$ cat config.mk
export PLATFORM = sky130hd
export DESIGN_NAME = spi_target_flat
export DESIGN_NICKNAME = d
export VERILOG_FILES = /design/src/rtl/spi_target_if.sv /design/src/rtl/spi_target.sv /design/src/flat_wrapper.sv
export SDC_FILE = /design/constraint.sdc
export NUM_CORES = 1
export LEC_CHECK = 0
export ABC_CLOCK_PERIOD_IN_PS = 1400
export BUFFER_PORTS_ARGS = -buffer_cell sky130_fd_sc_hd__clkbuf_2
export CELL_PAD_IN_SITES_DETAIL_PLACEMENT = 1
export CELL_PAD_IN_SITES_GLOBAL_PLACEMENT = 1
export CORE_ASPECT_RATIO = 1.2
export CORE_UTILIZATION = 39
export CTS_BUF_LIST = sky130_fd_sc_hd__clkbuf_8
export DETAILED_ROUTE_END_ITERATION = 7
export PLACE_DENSITY_LB_ADDON = 0.1
export SKIP_CTS_REPAIR_TIMING = 1
export SLEW_MARGIN = 20
export SYNTH_ARGS = -nofsm -noshare
export SYNTH_HDL_FRONTEND = slang
export SYNTH_SLANG_ARGS = --single-unit
$ cat constraint.sdc
create_clock -name clk -period 1.4 [get_ports clk]
set_input_delay 0.14 -clock clk [delete_from_list [all_inputs] [get_ports clk]]
set_output_delay 0.14 -clock clk [all_outputs]
set_load 0.05 [all_outputs]
$ cat src/rtl/spi_target_if.sv
// Bundles the SPI pins, the RX/TX byte ports and the status flags of spi_target.
//
// Handshake rules for both byte ports: a transfer happens on a clk edge where
// valid and ready are both high. A source that raises valid keeps data stable
// until that edge. valid does not depend on ready. ready may be high while
// valid is low.
interface spi_target_if;
    logic       sck;
    logic       mosi;
    logic       nss;
    logic       miso;
    logic       miso_oe;
    logic [7:0] rx_data;
    logic       rx_valid;
    logic       rx_ready;
    logic [7:0] tx_data;
    logic       tx_valid;
    logic       tx_ready;
    logic       ovr_clr;
    logic       overrun;
    logic       busy;

    // Device side.
    modport slave (
        input  sck, mosi, nss, rx_ready, tx_data, tx_valid, ovr_clr,
        output miso, miso_oe, rx_data, rx_valid, tx_ready, overrun, busy
    );

    // SPI master and system side.
    modport master (
        output sck, mosi, nss, rx_ready, tx_data, tx_valid, ovr_clr,
        input  miso, miso_oe, rx_data, rx_valid, tx_ready, overrun, busy
    );
endinterface

$ cat src/rtl/spi_target.sv
// spi_target: SPI mode 0 responder, MSB first. The SPI pins are oversampled on clk.
// Received bytes leave on a valid/ready port. Bytes to send arrive on a second
// valid/ready port and wait in a one-entry holding register.
// Optional feature: define SPI_TARGET_RXFIFO_EN to replace the single RX holding
// register with a 2**RX_DEPTH_LOG2-entry first-word-fall-through FIFO.
module spi_target #(
    parameter int         SYNC_STAGES   = 2,
    parameter logic [7:0] IDLE_BYTE     = 8'hFF,
    parameter int         RX_DEPTH_LOG2 = 2
) (
    input  logic         clk,
    input  logic         rst,
    spi_target_if.slave  bus,
    output logic         dbg_state
);
    typedef enum logic {IDLE = 1'b0, SHIFT = 1'b1} state_t;

    logic [SYNC_STAGES-1:0] sck_sync, mosi_sync, nss_sync;
    logic sck_prev, nss_prev;
    logic sck_s, mosi_s, nss_s;
    logic sck_rise, sck_fall, nss_rise, nss_fall;

    state_t     state;
    logic [2:0] bit_cnt;
    logic [7:0] rx_shift, tx_shift, hold_data;
    logic       hold_full, byte_done;
    logic       miso, miso_oe, busy;
    logic       load, rx_pop, overrun_q;

    assign sck_s  = sck_sync[SYNC_STAGES-1];
    assign mosi_s = mosi_sync[SYNC_STAGES-1];
    assign nss_s  = nss_sync[SYNC_STAGES-1];

    assign sck_rise = sck_s & ~sck_prev;
    assign sck_fall = ~sck_s & sck_prev;
    assign nss_rise = nss_s & ~nss_prev;
    assign nss_fall = ~nss_s & nss_prev;

    // The nss chain resets to "selected". If nss is held low through reset, no
    // falling edge is seen afterwards, so a transfer only starts after nss has
    // been released and lowered again.
    // Synchronize the SPI pins and keep the previous samples for edge detection.
    always_ff @(posedge clk) begin
        if (rst) begin
            sck_sync  <= '0;
            mosi_sync <= '0;
            nss_sync  <= '0;
            sck_prev  <= 1'b0;
            nss_prev  <= 1'b0;
        end else begin
            sck_sync  <= {sck_sync[SYNC_STAGES-2:0], bus.sck};
            mosi_sync <= {mosi_sync[SYNC_STAGES-2:0], bus.mosi};
            nss_sync  <= {nss_sync[SYNC_STAGES-2:0], bus.nss};
            sck_prev  <= sck_s;
            nss_prev  <= nss_s;
        end
    end

    // A load happens only when holding is empty. A reload empties holding only
    // when it is full, so a load and an emptying reload never occur in the same clk.
    assign load = bus.tx_valid && !hold_full;

    // Control FSM plus the shift registers and the TX holding register.
    always_ff @(posedge clk) begin
        if (rst) begin
            state     <= IDLE;
            bit_cnt   <= 3'd0;
            rx_shift  <= 8'h00;
            tx_shift  <= IDLE_BYTE;
            hold_data <= 8'h00;
            hold_full <= 1'b0;
            byte_done <= 1'b0;
            miso      <= 1'b1;
            miso_oe   <= 1'b0;
            busy      <= 1'b0;
        end else begin
            byte_done <= 1'b0;
            if (load) begin
                hold_data <= bus.tx_data;
                hold_full <= 1'b1;
            end
            case (state)
                IDLE: begin
                    miso     <= 1'b1;
                    miso_oe  <= 1'b0;
                    busy     <= 1'b0;
                    bit_cnt  <= 3'd0;
                    rx_shift <= 8'h00;
                    if (nss_fall) begin
                        state    <= SHIFT;
                        miso_oe  <= 1'b1;
                        busy     <= 1'b1;
                        tx_shift <= hold_full ? hold_data : IDLE_BYTE;
                        if (hold_full) hold_full <= 1'b0;
                    end
                end
                SHIFT: begin
                    miso <= tx_shift[7];
                    if (nss_rise) begin
                        state   <= IDLE;
                        miso    <= 1'b1;
                        miso_oe <= 1'b0;
                        busy    <= 1'b0;
                        bit_cnt <= 3'd0;
                    end else if (sck_rise) begin
                        rx_shift <= {rx_shift[6:0], mosi_s};
                        bit_cnt  <= bit_cnt + 3'd1;
                        if (bit_cnt == 3'd7) byte_done <= 1'b1;
                    end else if (sck_fall) begin
                        if (bit_cnt == 3'd0) begin
                            tx_shift <= hold_full ? hold_data : IDLE_BYTE;
                            if (hold_full) hold_full <= 1'b0;
                        end else begin
                            tx_shift <= {tx_shift[6:0], 1'b0};
                        end
                    end
                end
                default: state <= IDLE;
            endcase
        end
    end

    assign rx_pop = bus.rx_valid && bus.rx_ready;

`ifdef SPI_TARGET_RXFIFO_EN
    localparam int DEPTH = 1 << RX_DEPTH_LOG2;

    logic [7:0]             fifo_mem [DEPTH];
    logic [RX_DEPTH_LOG2:0] wr_ptr, rd_ptr;
    logic                   fifo_empty, fifo_full, push_ok;

    assign fifo_empty = (wr_ptr == rd_ptr);
    assign fifo_full  = (wr_ptr[RX_DEPTH_LOG2] != rd_ptr[RX_DEPTH_LOG2]) &&
                        (wr_ptr[RX_DEPTH_LOG2-1:0] == rd_ptr[RX_DEPTH_LOG2-1:0]);
    // A pop in the same clk frees a slot, so a full FIFO still accepts the byte.
    assign push_ok    = byte_done && (!fifo_full || rx_pop);

    // Write a completed byte into the FIFO storage.
    always_ff @(posedge clk) begin
        if (push_ok) fifo_mem[wr_ptr[RX_DEPTH_LOG2-1:0]] <= rx_shift;
    end

    // Update the FIFO pointers and the sticky overrun flag. A set beats a clear.
    always_ff @(posedge clk) begin
        if (rst) begin
            wr_ptr    <= '0;
            rd_ptr    <= '0;
            overrun_q <= 1'b0;
        end else begin
            if (push_ok) wr_ptr <= wr_ptr + {{RX_DEPTH_LOG2{1'b0}}, 1'b1};
            if (rx_pop)  rd_ptr <= rd_ptr + {{RX_DEPTH_LOG2{1'b0}}, 1'b1};
            if (bus.ovr_clr) overrun_q <= 1'b0;
            if (byte_done && !push_ok) overrun_q <= 1'b1;
        end
    end

    assign bus.rx_valid = !fifo_empty;
    assign bus.rx_data  = fifo_empty ? 8'h00 : fifo_mem[rd_ptr[RX_DEPTH_LOG2-1:0]];
`else
    logic [7:0] rx_data_q;
    logic       rx_valid_q;
    logic       unused_cfg;

    // RX_DEPTH_LOG2 has no effect with a single holding register.
    assign unused_cfg = (RX_DEPTH_LOG2 > 0);

    // Single RX holding register with the sticky overrun flag. A set beats a clear.
    always_ff @(posedge clk) begin
        if (rst) begin
            rx_data_q  <= 8'h00;
            rx_valid_q <= 1'b0;
            overrun_q  <= 1'b0;
        end else begin
            if (byte_done && (!rx_valid_q || rx_pop)) begin
                rx_data_q  <= rx_shift;
                rx_valid_q <= 1'b1;
            end else if (rx_pop) begin
                rx_valid_q <= 1'b0;
            end
            if (bus.ovr_clr) overrun_q <= 1'b0;
            if (byte_done && rx_valid_q && !rx_pop) overrun_q <= 1'b1;
        end
    end

    assign bus.rx_valid = rx_valid_q;
    assign bus.rx_data  = rx_data_q;
`endif

    assign bus.miso     = miso;
    assign bus.miso_oe  = miso_oe;
    assign bus.busy     = busy;
    assign bus.tx_ready = !hold_full;
    assign bus.overrun  = overrun_q;
    assign dbg_state    = logic'(state);
endmodule

$ cat src/flat_wrapper.sv
// flat-port wrapper written by rule: the top's interface ports become plain ports
module spi_target_flat 
#(
    parameter int         SYNC_STAGES   = 2,
    parameter logic [7:0] IDLE_BYTE     = 8'hFF,
    parameter int         RX_DEPTH_LOG2 = 2
)
  (clk, rst, dbg_state, bus_sck, bus_mosi, bus_nss, bus_rx_ready, bus_tx_data, bus_tx_valid, bus_ovr_clr, bus_miso, bus_miso_oe, bus_rx_data, bus_rx_valid, bus_tx_ready, bus_overrun, bus_busy);
  spi_target_if bus_i ();
  input  logic clk;
  input  logic rst;
  output logic dbg_state;
  input wire logic [$bits(bus_i.sck)-1:0] bus_sck;
  input wire logic [$bits(bus_i.mosi)-1:0] bus_mosi;
  input wire logic [$bits(bus_i.nss)-1:0] bus_nss;
  input wire logic [$bits(bus_i.rx_ready)-1:0] bus_rx_ready;
  input wire logic [$bits(bus_i.tx_data)-1:0] bus_tx_data;
  input wire logic [$bits(bus_i.tx_valid)-1:0] bus_tx_valid;
  input wire logic [$bits(bus_i.ovr_clr)-1:0] bus_ovr_clr;
  output wire logic [$bits(bus_i.miso)-1:0] bus_miso;
  output wire logic [$bits(bus_i.miso_oe)-1:0] bus_miso_oe;
  output wire logic [$bits(bus_i.rx_data)-1:0] bus_rx_data;
  output wire logic [$bits(bus_i.rx_valid)-1:0] bus_rx_valid;
  output wire logic [$bits(bus_i.tx_ready)-1:0] bus_tx_ready;
  output wire logic [$bits(bus_i.overrun)-1:0] bus_overrun;
  output wire logic [$bits(bus_i.busy)-1:0] bus_busy;
  assign bus_i.sck = bus_sck;
  assign bus_i.mosi = bus_mosi;
  assign bus_i.nss = bus_nss;
  assign bus_i.rx_ready = bus_rx_ready;
  assign bus_i.tx_data = bus_tx_data;
  assign bus_i.tx_valid = bus_tx_valid;
  assign bus_i.ovr_clr = bus_ovr_clr;
  assign bus_miso = bus_i.miso;
  assign bus_miso_oe = bus_i.miso_oe;
  assign bus_rx_data = bus_i.rx_data;
  assign bus_rx_valid = bus_i.rx_valid;
  assign bus_tx_ready = bus_i.tx_ready;
  assign bus_overrun = bus_i.overrun;
  assign bus_busy = bus_i.busy;
  spi_target #(.SYNC_STAGES(SYNC_STAGES), .IDLE_BYTE(IDLE_BYTE), .RX_DEPTH_LOG2(RX_DEPTH_LOG2)) u_core (.clk(clk), .rst(rst), .bus(bus_i), .dbg_state(dbg_state));
endmodule
==> flow_results.xml, run 1 <==
<?xml version="1.0" encoding="UTF-8"?>
<metrics>
  <group name="layout">
    <metric name="antennaDiodeCount" unit="">0</metric>
    <metric name="nFillCells" unit="">599</metric>
    <metric name="syn2layout_area_growth" unit="%">20.8</metric>
    <metric name="layoutNonFillerInstCount" unit="">324</metric>
    <metric name="drive_above_1_share" unit="">0.261</metric>
    <metric name="final_nets" unit="">282</metric>
  </group>
  <group name="place">
    <metric name="detailed_place_hpwl" unit="µm">3350</metric>
    <metric name="place.port_buffers" unit="">30</metric>
    <metric name="placed_cells" unit="">315</metric>
    <metric name="gp_congestion" unit="">0.748</metric>
  </group>
  <group name="synthesis">
    <metric name="ys_top_cells_by_count" unit="">dfxtp_1 (50), a21oi_1 (31), nand2_1 (23)</metric>
    <metric name="postSynthRegisterBits" unit="">50</metric>
    <metric name="commonest_register_cell_after_synthesis" unit="">dfxtp_1</metric>
    <metric name="synth_sequential_area_ratio" unit="">0.500</metric>
    <metric name="synthesized_netlist_net_count" unit="">245</metric>
    <metric name="synth.top_cell.area_share" unit="">0.500</metric>
    <metric name="post_synth_inst_count" unit="">226</metric>
    <metric name="synth-async-reset-ratio" unit="">0</metric>
    <metric name="synthesis.area_per_instance" unit="µm²">8.86</metric>
    <metric name="synth.area.top_cells" unit="">dfxtp_1 (50%), a21oi_1 (7.8%), nor2b_1 (4.7%)</metric>
    <metric name="yosys.cell_count.top_type" unit="">dfxtp_1</metric>
    <metric name="synth_cell_type_count" unit="">30</metric>
    <metric name="synth-edff-count" unit="">0</metric>
    <metric name="largest_area_contributor_in_the_synthesized_netlist" unit="">dfxtp_1</metric>
    <metric name="yosys_warnings" unit="">0</metric>
    <metric name="synth.cell_area" unit="µm²">2000</metric>
  </group>
  <group name="power_and_ir_drop">
    <metric name="cellPowerDensity" unit="nW/µm²">1060</metric>
    <metric name="maximum_vdd_ir_drop" unit="mV">0.530</metric>
    <metric name="p_leak" unit="µW">0.000884</metric>
  </group>
  <group name="clock_network">
    <metric name="clk-insertion-delay-late" unit="ns">0.30</metric>
    <metric name="clock_sink_count" unit="">50</metric>
    <metric name="cts-htree-levels" unit="">2</metric>
    <metric name="cts_buffer_depth" unit="">2</metric>
    <metric name="path_clk_slew" unit="ns">0.09</metric>
    <metric name="cts-buffers-inserted" unit="">5</metric>
    <metric name="clock_tree.root_cell" unit="">clkbuf_8</metric>
    <metric name="tritoncts_clock_tree" unit="">built</metric>
  </group>
  <group name="global_route">
    <metric name="grt_antenna_before_repair" unit="">0</metric>
    <metric name="number_of_global_route_vias_before_repair" unit="">1702</metric>
    <metric name="grt_usage" unit="">0.192</metric>
    <metric name="maximum_number_of_pins_on_one_net_before_global_route_repair" unit="">29</metric>
    <metric name="grt-ovfl-total" unit="">0</metric>
    <metric name="global_route_wire_length_before_repair" unit="µm">7930</metric>
  </group>
  <group name="die">
    <metric name="die_h" unit="µm">80.5</metric>
    <metric name="core_area" unit="µm²">4940</metric>
    <metric name="die_w" unit="µm">67.4</metric>
    <metric name="core.rowCount" unit="">28</metric>
    <metric name="initial_core_utilization" unit="">0.405</metric>
    <metric name="boundaryPins" unit="">31</metric>
    <metric name="die-area" unit="µm²">5430</metric>
  </group>
  <group name="sta">
    <metric name="finalClockSkew" unit="ns">0.00786</metric>
    <metric name="rsz0062_at_grt" unit="">true</metric>
    <metric name="fin_crit_sh" unit="">0.975</metric>
    <metric name="final.hold.worst_slack" unit="ns">0.0434</metric>
    <metric name="fmaxAchievable" unit="MHz">733</metric>
    <metric name="slew_worst_pin" unit="ns">0.383</metric>
    <metric name="setup_viol" unit="">0</metric>
    <metric name="relSlewSlack" unit="">0.744</metric>
    <metric name="hold_viol_final" unit="">0</metric>
    <metric name="slew_viol_final" unit="">0</metric>
    <metric name="finalWorstPathRequiredPeriod" unit="ns">1.36</metric>
  </group>
  <group name="routing">
    <metric name="first_pass_iters" unit="">4</metric>
    <metric name="wire_per_inst" unit="µm">14.5</metric>
    <metric name="post_route_drc" unit="">0</metric>
    <metric name="wirelength" unit="µm">4690</metric>
    <metric name="detailroute.via_count" unit="">1758</metric>
    <metric name="postRouteAntennaNets" unit="">0</metric>
    <metric name="vias_per_cell" unit="">5.43</metric>
    <metric name="dr.first_iter.drc_count" unit="">98</metric>
  </group>
  <group name="min_path">
    <metric name="hold_path_class" unit="">in2reg</metric>
  </group>
  <group name="setup_path">
    <metric name="start_kind" unit="">flip-flop</metric>
    <metric name="crit_type" unit="">reg2reg</metric>
    <metric name="critical_path_peak_fanout" unit="">8</metric>
    <metric name="critical_path_required" unit="ns">1.57</metric>
    <metric name="arrival" unit="ns">1.53</metric>
    <metric name="worstSetupEndpointType" unit="">flip-flop</metric>
  </group>
  <group name="status">
    <metric name="status" unit="">completed</metric>
  </group>
  <group name="job">
    <metric name="maxCapViolations" unit="">0</metric>
  </group>
</metrics>
critical path, cell delays in order (launching register included):
cell and delay [ns]:
dfxtp_2 0.36, or3b_4 0.43, buf_4 0.18, o311ai_0 0.10, o311ai_1 0.15
layer usage:
| metal | up-vias | part of all wire | track usage | routed length [µm] |
|---|---|---|---|---|
| li1 | 882 | - | - | - |
| met1 | 851 | 0.47 | 0.246 | 2230 |
| met2 | 19 | 0.49 | 0.318 | 2310 |
| met3 | 6 | 0.020 | 0.0426 | 95 |
| met4 | 0 | 0.012 | 0.0511 | 55 |
| met5 | - | 0 | 0 | 0 |
per-stage QoR:
step / utilization / total power (µW) / setup TNS [ns] / setup WS [ns] / area, µm²
floorplan: - / 1640 / 0 / 0.00285 / 2000
CTS: 0.482 / 2600 / -0.989 / -0.144 / 2380
global placement: 0.462 / 1710 / -0.386 / -0.0533 / 2280
global route: 0.489 / 2680 / -0.104 / -0.0393 / 2420
detailed placement: 0.462 / 1710 / -0.760 / -0.117 / 2280
finish: 0.489 / 2560 / 0 / 0.0352 / 2420
kinds of logic (layout without fill, tap and decap cells):
logic type	count (synthesis)	count (layout)	synth area share
compound gates	73	73	0.229
xor+xnor	1	1	0.00438
fa+ha+maj	3	3	0.0188
buf+inv	23	61	0.0500
flops	50	50	0.500
simple gates	76	76	0.198
cell type report:
class                      instances  area, µm²  area share
timing repair buffer              47        290       0.120
clock inverter                     2       12.5     0.00518
multi-input combinational        153        926       0.383
inverter                           6       26.3      0.0109
clock buffer                       6       82.6      0.0342
sequential                        50       1000       0.416
tap                               60       75.1      0.0311
worst paths after layout:
path / startpoint / endpoint / slack [ns] / depth (start not counted)
setup reg to reg: u_core.dbg_state$_SDFF_PP0_ / u_core.tx_shift[5]$_SDFFE_PP1P_ / 0.04 / 4
hold / removal: bus_sck / u_core.sck_sync[0]$_SDFF_PP0_ / 0.04 / 2
hold reg to reg: u_core.mosi_sync[1]$_SDFF_PP0_ / u_core.rx_shift[0]$_SDFFE_PP0P_ / 0.45 / 2
setup / recovery: u_core.dbg_state$_SDFF_PP0_ / u_core.tx_shift[5]$_SDFFE_PP1P_ / 0.04 / 4
power by group:
| part | internal (µW) | leakage, µW | switching, µW |
|---|---|---|---|
| logic | 85.1 | 0.000429 | 121 |
| clock network | 398 | 0.0000472 | 475 |
| registers | 1460 | 0.000408 | 23.0 |
| total | 1940 | 0.000884 | 619 |
state kept, by name, summed over array words and instances (netlist names), 2 cells and up:
register / cells
u_core.bus.rx_data: 8
u_core.hold_data: 8
u_core.rx_shift: 8
u_core.tx_shift: 8
u_core.bit_cnt: 3
u_core.mosi_sync: 2
u_core.nss_sync: 2
u_core.sck_sync: 2
placed cells by master (no fill, tap or decap), drive strengths merged, types with 2 or more instances in the layout:
cell type	count
nand3	17
o21ai	16
nor2b	16
dfxtp	50
a211oi	7
clkinvlp	2
nand2b	5
ha	3
inv	5
clkbuf	35
nor2	3
nor3	8
buf	18
a21oi	31
nand2	23
o311ai	16
No activity file was read; power rests on OpenSTA's default activity.
==> run 2, diff against run 1 <==
--- a/config.mk
+++ b/config.mk
@@ -10,8 +10,10 @@
 export CELL_PAD_IN_SITES_DETAIL_PLACEMENT = 1
 export CELL_PAD_IN_SITES_GLOBAL_PLACEMENT = 1
 export CORE_ASPECT_RATIO = 1.2
+export CORE_MARGIN = 3
 export CORE_UTILIZATION = 39
 export CTS_BUF_LIST = sky130_fd_sc_hd__clkbuf_8
+export CTS_CLUSTER_DIAMETER = 80
 export DETAILED_ROUTE_END_ITERATION = 7
 export PLACE_DENSITY_LB_ADDON = 0.1
 export SKIP_CTS_REPAIR_TIMING = 1
==> run 2 against run 1 <==
The run now ends with negative setup slack left. Sequential cell count unchanged. Routed wire length up 15%. Combinational power up 15%. Critical endpoint is now u_core.hold_full$_SDFF_PP0_. Fmax down 6.4%. Worst hold slack worse by 0.0062 ns. Non-clock buffer count up 4. Highest routed layer unchanged. Sequential power about the same. Clock power up 19%.
==> flow_results.xml, run 2 (same netlist as run 1, synthesis figures left out) <==
<?xml version="1.0" encoding="UTF-8"?>
<metrics>
  <group name="routing">
    <metric name="detailroute.via_count" unit="">1802</metric>
    <metric name="dr.first_iter.drc_count" unit="">107</metric>
    <metric name="wirelength" unit="µm">5400</metric>
    <metric name="vias_per_cell" unit="">5.53</metric>
    <metric name="first_pass_iters" unit="">4</metric>
    <metric name="postRouteAntennaNets" unit="">0</metric>
    <metric name="post_route_drc" unit="">0</metric>
    <metric name="wire_per_inst" unit="µm">16.6</metric>
  </group>
  <group name="die">
    <metric name="core_area" unit="µm²">4760</metric>
    <metric name="initial_core_utilization" unit="">0.420</metric>
    <metric name="die_h" unit="µm">84.5</metric>
    <metric name="die-area" unit="µm²">6030</metric>
    <metric name="core.rowCount" unit="">27</metric>
    <metric name="die_w" unit="µm">71.4</metric>
    <metric name="boundaryPins" unit="">31</metric>
  </group>
  <group name="power_and_ir_drop">
    <metric name="p_leak" unit="µW">0.000923</metric>
    <metric name="netSwitchingPower" unit="µW">669</metric>
    <metric name="clkPwrFrac" unit="">0.378</metric>
    <metric name="cellPowerDensity" unit="nW/µm²">1090</metric>
    <metric name="comb_power_share" unit="">0.086</metric>
    <metric name="p_sw_frac" unit="">0.243</metric>
    <metric name="share_seq_of_total_power" unit="">0.537</metric>
    <metric name="power" unit="µW">2750</metric>
    <metric name="maximum_vdd_ir_drop" unit="mV">0.657</metric>
    <metric name="power_report.internal_total" unit="µW">2090</metric>
  </group>
  <group name="clock_network">
    <metric name="path_clk_slew" unit="ns">0.09</metric>
    <metric name="tritoncts_clock_tree" unit="">built</metric>
    <metric name="cts-htree-levels" unit="">2</metric>
    <metric name="clk-insertion-delay-late" unit="ns">0.32</metric>
    <metric name="clock_tree.root_cell" unit="">clkbuf_8</metric>
    <metric name="clock_sink_count" unit="">50</metric>
    <metric name="cts-buffers-inserted" unit="">5</metric>
    <metric name="cts_buffer_depth" unit="">2</metric>
  </group>
  <group name="setup_path">
    <metric name="timing.critical_path.cells" unit="">inv_2, ha_4, or4bb_1, o311ai_2, a21oi_1</metric>
    <metric name="crit_type" unit="">reg2reg</metric>
    <metric name="slowest_delay" unit="ns">0.43</metric>
    <metric name="highest_delay_cell_along_the_critical_path" unit="">or4bb_1</metric>
    <metric name="start_kind" unit="">flip-flop</metric>
    <metric name="critical_path_required" unit="ns">1.60</metric>
    <metric name="critical_path_peak_fanout" unit="">3</metric>
    <metric name="worst_path_buffer_plus_inverter_count" unit="">1</metric>
    <metric name="path_delay_family" unit="">simple AND/OR/NAND/NOR gates</metric>
    <metric name="worstSetupEndpointType" unit="">flip-flop</metric>
    <metric name="arrival" unit="ns">1.65</metric>
  </group>
  <group name="global_route">
    <metric name="grtUsageMet3" unit="">0.0443</metric>
    <metric name="grt_antenna_before_repair" unit="">0</metric>
    <metric name="number_of_global_route_vias_before_repair" unit="">1784</metric>
    <metric name="grt_use_met1" unit="">0.243</metric>
    <metric name="globalRouteMet2Util" unit="">0.283</metric>
    <metric name="global_route_wire_length_before_repair" unit="µm">8720</metric>
    <metric name="maximum_number_of_pins_on_one_net_before_global_route_repair" unit="">18</metric>
    <metric name="grt-ovfl-total" unit="">0</metric>
    <metric name="globalRoute.busiestLayer" unit="">met2</metric>
    <metric name="grt_usage" unit="">0.179</metric>
  </group>
  <group name="min_path">
    <metric name="hold_path_class" unit="">in2reg</metric>
  </group>
  <group name="layout">
    <metric name="layoutNonFillerInstCount" unit="">326</metric>
    <metric name="drive_above_1_share" unit="">0.306</metric>
    <metric name="syn2layout_area_growth" unit="%">26.5</metric>
    <metric name="antennaDiodeCount" unit="">0</metric>
    <metric name="layout_commonest_cell" unit="">dfxtp_1</metric>
    <metric name="postLayoutCoreUtil" unit="">0.532</metric>
    <metric name="most_used_cells_in_the_layout_excluding_fill_and_tap_cells" unit="">dfxtp_1 (47), a21oi_1 (31), clkbuf_2 (29)</metric>
    <metric name="final_nets" unit="">286</metric>
  </group>
  <group name="sta">
    <metric name="timing.setup.tns" unit="ns">-0.0582</metric>
    <metric name="finalClockSkew" unit="ns">0.00975</metric>
    <metric name="final.hold.worst_slack" unit="ns">0.0373</metric>
    <metric name="setup_viol" unit="">1</metric>
    <metric name="fin_crit_sh" unit="">1.04</metric>
    <metric name="hold_viol_final" unit="">0</metric>
    <metric name="slew_viol_final" unit="">0</metric>
    <metric name="slew_worst_pin" unit="ns">0.399</metric>
    <metric name="rsz0062_at_grt" unit="">true</metric>
    <metric name="finalWorstPathRequiredPeriod" unit="ns">1.46</metric>
    <metric name="fin_ws" unit="ns">-0.0582</metric>
    <metric name="relSlewSlack" unit="">0.734</metric>
    <metric name="fmaxAchievable" unit="MHz">686</metric>
  </group>
  <group name="place">
    <metric name="placed_cells" unit="">316</metric>
    <metric name="place.port_buffers" unit="">30</metric>
    <metric name="gp_congestion" unit="">0.793</metric>
    <metric name="detailed_place_hpwl" unit="µm">3550</metric>
  </group>
  <group name="job">
    <metric name="maxCapViolations" unit="">0</metric>
  </group>
  <group name="status">
    <metric name="status" unit="">finished with violations</metric>
    <metric name="violations" unit="">negative setup slack</metric>
  </group>
</metrics>
-- run 2: cell types whose count changed in the layout (fill, tap and decap cells not counted), sizes merged --
cell,delta
bufinv,+1
clkbuf,-1
buf,+4
-- run 2: metal layers --
metal | part of all wire | routed length (µm)
met1 | 0.45 | 2460
met4 | 0.011 | 59
met2 | 0.50 | 2680
met3 | 0.039 | 212
met5 | 0 | 0
-- run 2: layout make-up --
type                            instances  area (µm²)
Clock inverter                          3        45.0
Tap cell                               58        72.6
Inverter                                6        22.5
Timing Repair Buffer                   51         320
Clock buffer                            5        68.8
Multi-Input combinational cell        153         998
Fill cell                             571        2230
Sequential cell                        50        1000
-- run 2: path summary, 6_finish.rpt --
kind	cells past startpoint	slack [ns]	to	start
max	5	-0.06	u_core.hold_full$_SDFF_PP0_	u_core.bit_cnt[1]$_SDFFE_PP0P_
min	2	0.04	u_core.mosi_sync[0]$_SDFF_PP0_	bus_mosi
min reg2reg	1	0.45	u_core.mosi_sync[1]$_SDFF_PP0_	u_core.mosi_sync[0]$_SDFF_PP0_
max reg2reg	5	-0.06	u_core.hold_full$_SDFF_PP0_	u_core.bit_cnt[1]$_SDFFE_PP0P_
-- run 2: per-stage QoR --
stage	worst slack, ns	instance area [µm²]
after CTS	-0.203	2420
after detailed placement	-0.139	2300
after global routing	-0.114	2530
after floorplan	0.00285	2000
final	-0.0582	2530
after global placement	-0.0671	2300
-- run 2: power groups by stage --
stage	clock network (µW)	logic (µW)	registers [µW]
3_5_place_dp	0	214	1510
5_1_grt	1120	261	1480
3_3_place_gp	0	208	1510
6_report	1040	236	1480
2_1_floorplan	0	127	1510
4_1_cts	1060	216	1480
==> run 3, diff against run 2 <==
--- a/config.mk
+++ b/config.mk
@@ -16,6 +16,7 @@
 export CTS_CLUSTER_DIAMETER = 80
 export DETAILED_ROUTE_END_ITERATION = 7
 export PLACE_DENSITY_LB_ADDON = 0.1
+export REMOVE_ABC_BUFFERS = 1
 export SKIP_CTS_REPAIR_TIMING = 1
 export SLEW_MARGIN = 20
 export SYNTH_ARGS = -nofsm -noshare
==> run 3 against run 2 <==
Fmax decreased by 1.6%. Sequential power hardly changed. Highest routed layer unchanged. Count of clock-buffer cells in the layout did not move. The run still ends with negative setup slack left. Sequential cell count stayed put. Worst hold slack gained 0.0082 ns.
==> flow_results.xml, run 3 (same netlist as run 1, synthesis figures left out) <==
<?xml version="1.0" encoding="UTF-8"?>
<metrics>
  <group name="sta">
    <metric name="slew_worst_pin" unit="ns">0.404</metric>
    <metric name="finalWorstPathRequiredPeriod" unit="ns">1.48</metric>
    <metric name="relSlewSlack" unit="">0.731</metric>
    <metric name="fin_crit_sh" unit="">1.06</metric>
    <metric name="final.hold.worst_slack" unit="ns">0.0455</metric>
    <metric name="setup_viol" unit="">1</metric>
    <metric name="slew_viol_final" unit="">0</metric>
    <metric name="fin_ws" unit="ns">-0.0826</metric>
    <metric name="rsz0062_at_grt" unit="">true</metric>
    <metric name="hold_viol_final" unit="">0</metric>
    <metric name="fmaxAchievable" unit="MHz">675</metric>
    <metric name="finalClockSkew" unit="ns">0.00501</metric>
  </group>
  <group name="power_and_ir_drop">
    <metric name="power" unit="µW">2700</metric>
    <metric name="p_leak" unit="µW">0.000913</metric>
    <metric name="cellPowerDensity" unit="nW/µm²">1090</metric>
    <metric name="maximum_vdd_ir_drop" unit="mV">0.535</metric>
  </group>
  <group name="setup_path">
    <metric name="timing.critical_path.cells" unit="">inv_2, ha_4, or4bb_1, o311ai_2, a21oi_1</metric>
    <metric name="crit_type" unit="">reg2reg</metric>
    <metric name="critical_path_peak_fanout" unit="">3</metric>
    <metric name="arrival" unit="ns">1.67</metric>
    <metric name="worstSetupEndpointType" unit="">flip-flop</metric>
    <metric name="worst_path_buffer_plus_inverter_count" unit="">1</metric>
    <metric name="start_kind" unit="">flip-flop</metric>
    <metric name="critical_path_required" unit="ns">1.58</metric>
    <metric name="highest_delay_cell_along_the_critical_path" unit="">or4bb_1</metric>
    <metric name="slowest_delay" unit="ns">0.42</metric>
    <metric name="path_delay_family" unit="">compound AO/OA/AOI/OAI gates</metric>
  </group>
  <group name="min_path">
    <metric name="hold_path_class" unit="">in2reg</metric>
  </group>
  <group name="routing">
    <metric name="postRouteAntennaNets" unit="">0</metric>
    <metric name="detailroute.via_count" unit="">1772</metric>
    <metric name="post_route_drc" unit="">0</metric>
    <metric name="wire_per_inst" unit="µm">15.3</metric>
    <metric name="first_pass_iters" unit="">4</metric>
    <metric name="wirelength" unit="µm">5000</metric>
    <metric name="dr.first_iter.drc_count" unit="">107</metric>
    <metric name="vias_per_cell" unit="">5.44</metric>
  </group>
  <group name="place">
    <metric name="gp_congestion" unit="">0.746</metric>
    <metric name="place.port_buffers" unit="">30</metric>
    <metric name="placed_cells" unit="">315</metric>
    <metric name="dpl_cell_area" unit="µm²">2290</metric>
    <metric name="worst_slack_placed" unit="ns">-0.120</metric>
    <metric name="detailed_place_hpwl" unit="µm">3500</metric>
  </group>
  <group name="clock_network">
    <metric name="tritoncts_clock_tree" unit="">built</metric>
    <metric name="clk-insertion-delay-late" unit="ns">0.30</metric>
    <metric name="clock_tree.root_cell" unit="">clkbuf_8</metric>
    <metric name="cts-htree-levels" unit="">2</metric>
    <metric name="path_clk_slew" unit="ns">0.09</metric>
    <metric name="cts-buffers-inserted" unit="">5</metric>
    <metric name="cts_buffer_depth" unit="">2</metric>
    <metric name="clock_sink_count" unit="">50</metric>
  </group>
  <group name="layout">
    <metric name="final_design_area_no_fill" unit="µm²">2470</metric>
    <metric name="layout_commonest_cell" unit="">dfxtp_1</metric>
    <metric name="layoutNonFillerInstCount" unit="">326</metric>
    <metric name="multiInputGateArea" unit="µm²">931</metric>
    <metric name="nFillCells" unit="">578</metric>
    <metric name="syn2layout_area_growth" unit="%">23.4</metric>
    <metric name="drive_above_1_share" unit="">0.272</metric>
    <metric name="final_nets" unit="">286</metric>
    <metric name="antennaDiodeCount" unit="">0</metric>
    <metric name="layout.area.seq" unit="µm²">1010</metric>
    <metric name="most_used_cells_in_the_layout_excluding_fill_and_tap_cells" unit="">dfxtp_1 (47), a21oi_1 (31), clkbuf_2 (29)</metric>
  </group>
  <group name="die">
    <metric name="die-area" unit="µm²">6030</metric>
    <metric name="boundaryPins" unit="">31</metric>
    <metric name="core_area" unit="µm²">4760</metric>
    <metric name="initial_core_utilization" unit="">0.420</metric>
    <metric name="die_w" unit="µm">71.4</metric>
    <metric name="die_h" unit="µm">84.5</metric>
    <metric name="core.rowCount" unit="">27</metric>
  </group>
  <group name="job">
    <metric name="maxCapViolations" unit="">0</metric>
  </group>
  <group name="status">
    <metric name="status" unit="">finished with violations</metric>
    <metric name="violations" unit="">negative setup slack</metric>
  </group>
  <group name="global_route">
    <metric name="grt-ovfl-total" unit="">0</metric>
    <metric name="global_route_wire_length_before_repair" unit="µm">8400</metric>
    <metric name="maximum_number_of_pins_on_one_net_before_global_route_repair" unit="">21</metric>
    <metric name="grt_usage" unit="">0.171</metric>
    <metric name="grt_antenna_before_repair" unit="">0</metric>
    <metric name="number_of_global_route_vias_before_repair" unit="">1718</metric>
  </group>
</metrics>
[run 3: layout make-up]
| class | count | share of cell area |
|---|---|---|
| Sequential cell | 50 | 0.408 |
| Multi-Input combinational cell | 153 | 0.377 |
| Timing Repair Buffer | 51 | 0.131 |
| Tap cell | 58 | 0.0294 |
| Clock buffer | 5 | 0.0278 |
| Clock inverter | 3 | 0.0167 |
| Inverter | 6 | 0.0106 |
[run 3: worst paths after layout]
path	to	cells past startpoint	slack (ns)	startpoint
worst max-delay path	u_core.hold_full$_SDFF_PP0_	5	-0.08	u_core.bit_cnt[0]$_SDFFE_PP0P_
worst min-delay path	u_core.sck_sync[0]$_SDFF_PP0_	2	0.05	bus_sck
worst max register to register	u_core.hold_full$_SDFF_PP0_	5	-0.08	u_core.bit_cnt[0]$_SDFFE_PP0P_
worst min register to register	u_core.mosi_sync[1]$_SDFF_PP0_	1	0.44	u_core.mosi_sync[0]$_SDFF_PP0_
[run 3: report_power, final]
part	total (µW)	switching, µW	internal (µW)
logic	223	126	96.8
clock network	998	472	526
registers	1480	25.6	1460
[run 3: worst register-to-register path, stage by stage (launching register included)]
cell and delay [ns]:
dfxtp_1 0.32, inv_2 0.07, ha_4 0.13, or4bb_1 0.42
o311ai_2 0.33, a21oi_1 0.10
[run 3: routing by layer]
metal | track usage | vias up | part of all wire
met5 | 0 | - | 0
met4 | 0.0462 | 0 | 0.011
met3 | 0.0323 | 6 | 0.026
met2 | 0.268 | 23 | 0.48
met1 | 0.239 | 852 | 0.48
li1 | - | 891 | -
[run 3: through the flow]
| step | setup TNS [ns] | util |
|---|---|---|
| after global routing | -0.268 | 0.519 |
| final | -0.0826 | 0.519 |
| after global placement | -0.289 | 0.482 |
| after floorplan | -3.70 | - |
| after CTS | -0.965 | 0.505 |
| after detailed placement | -0.693 | 0.482 |
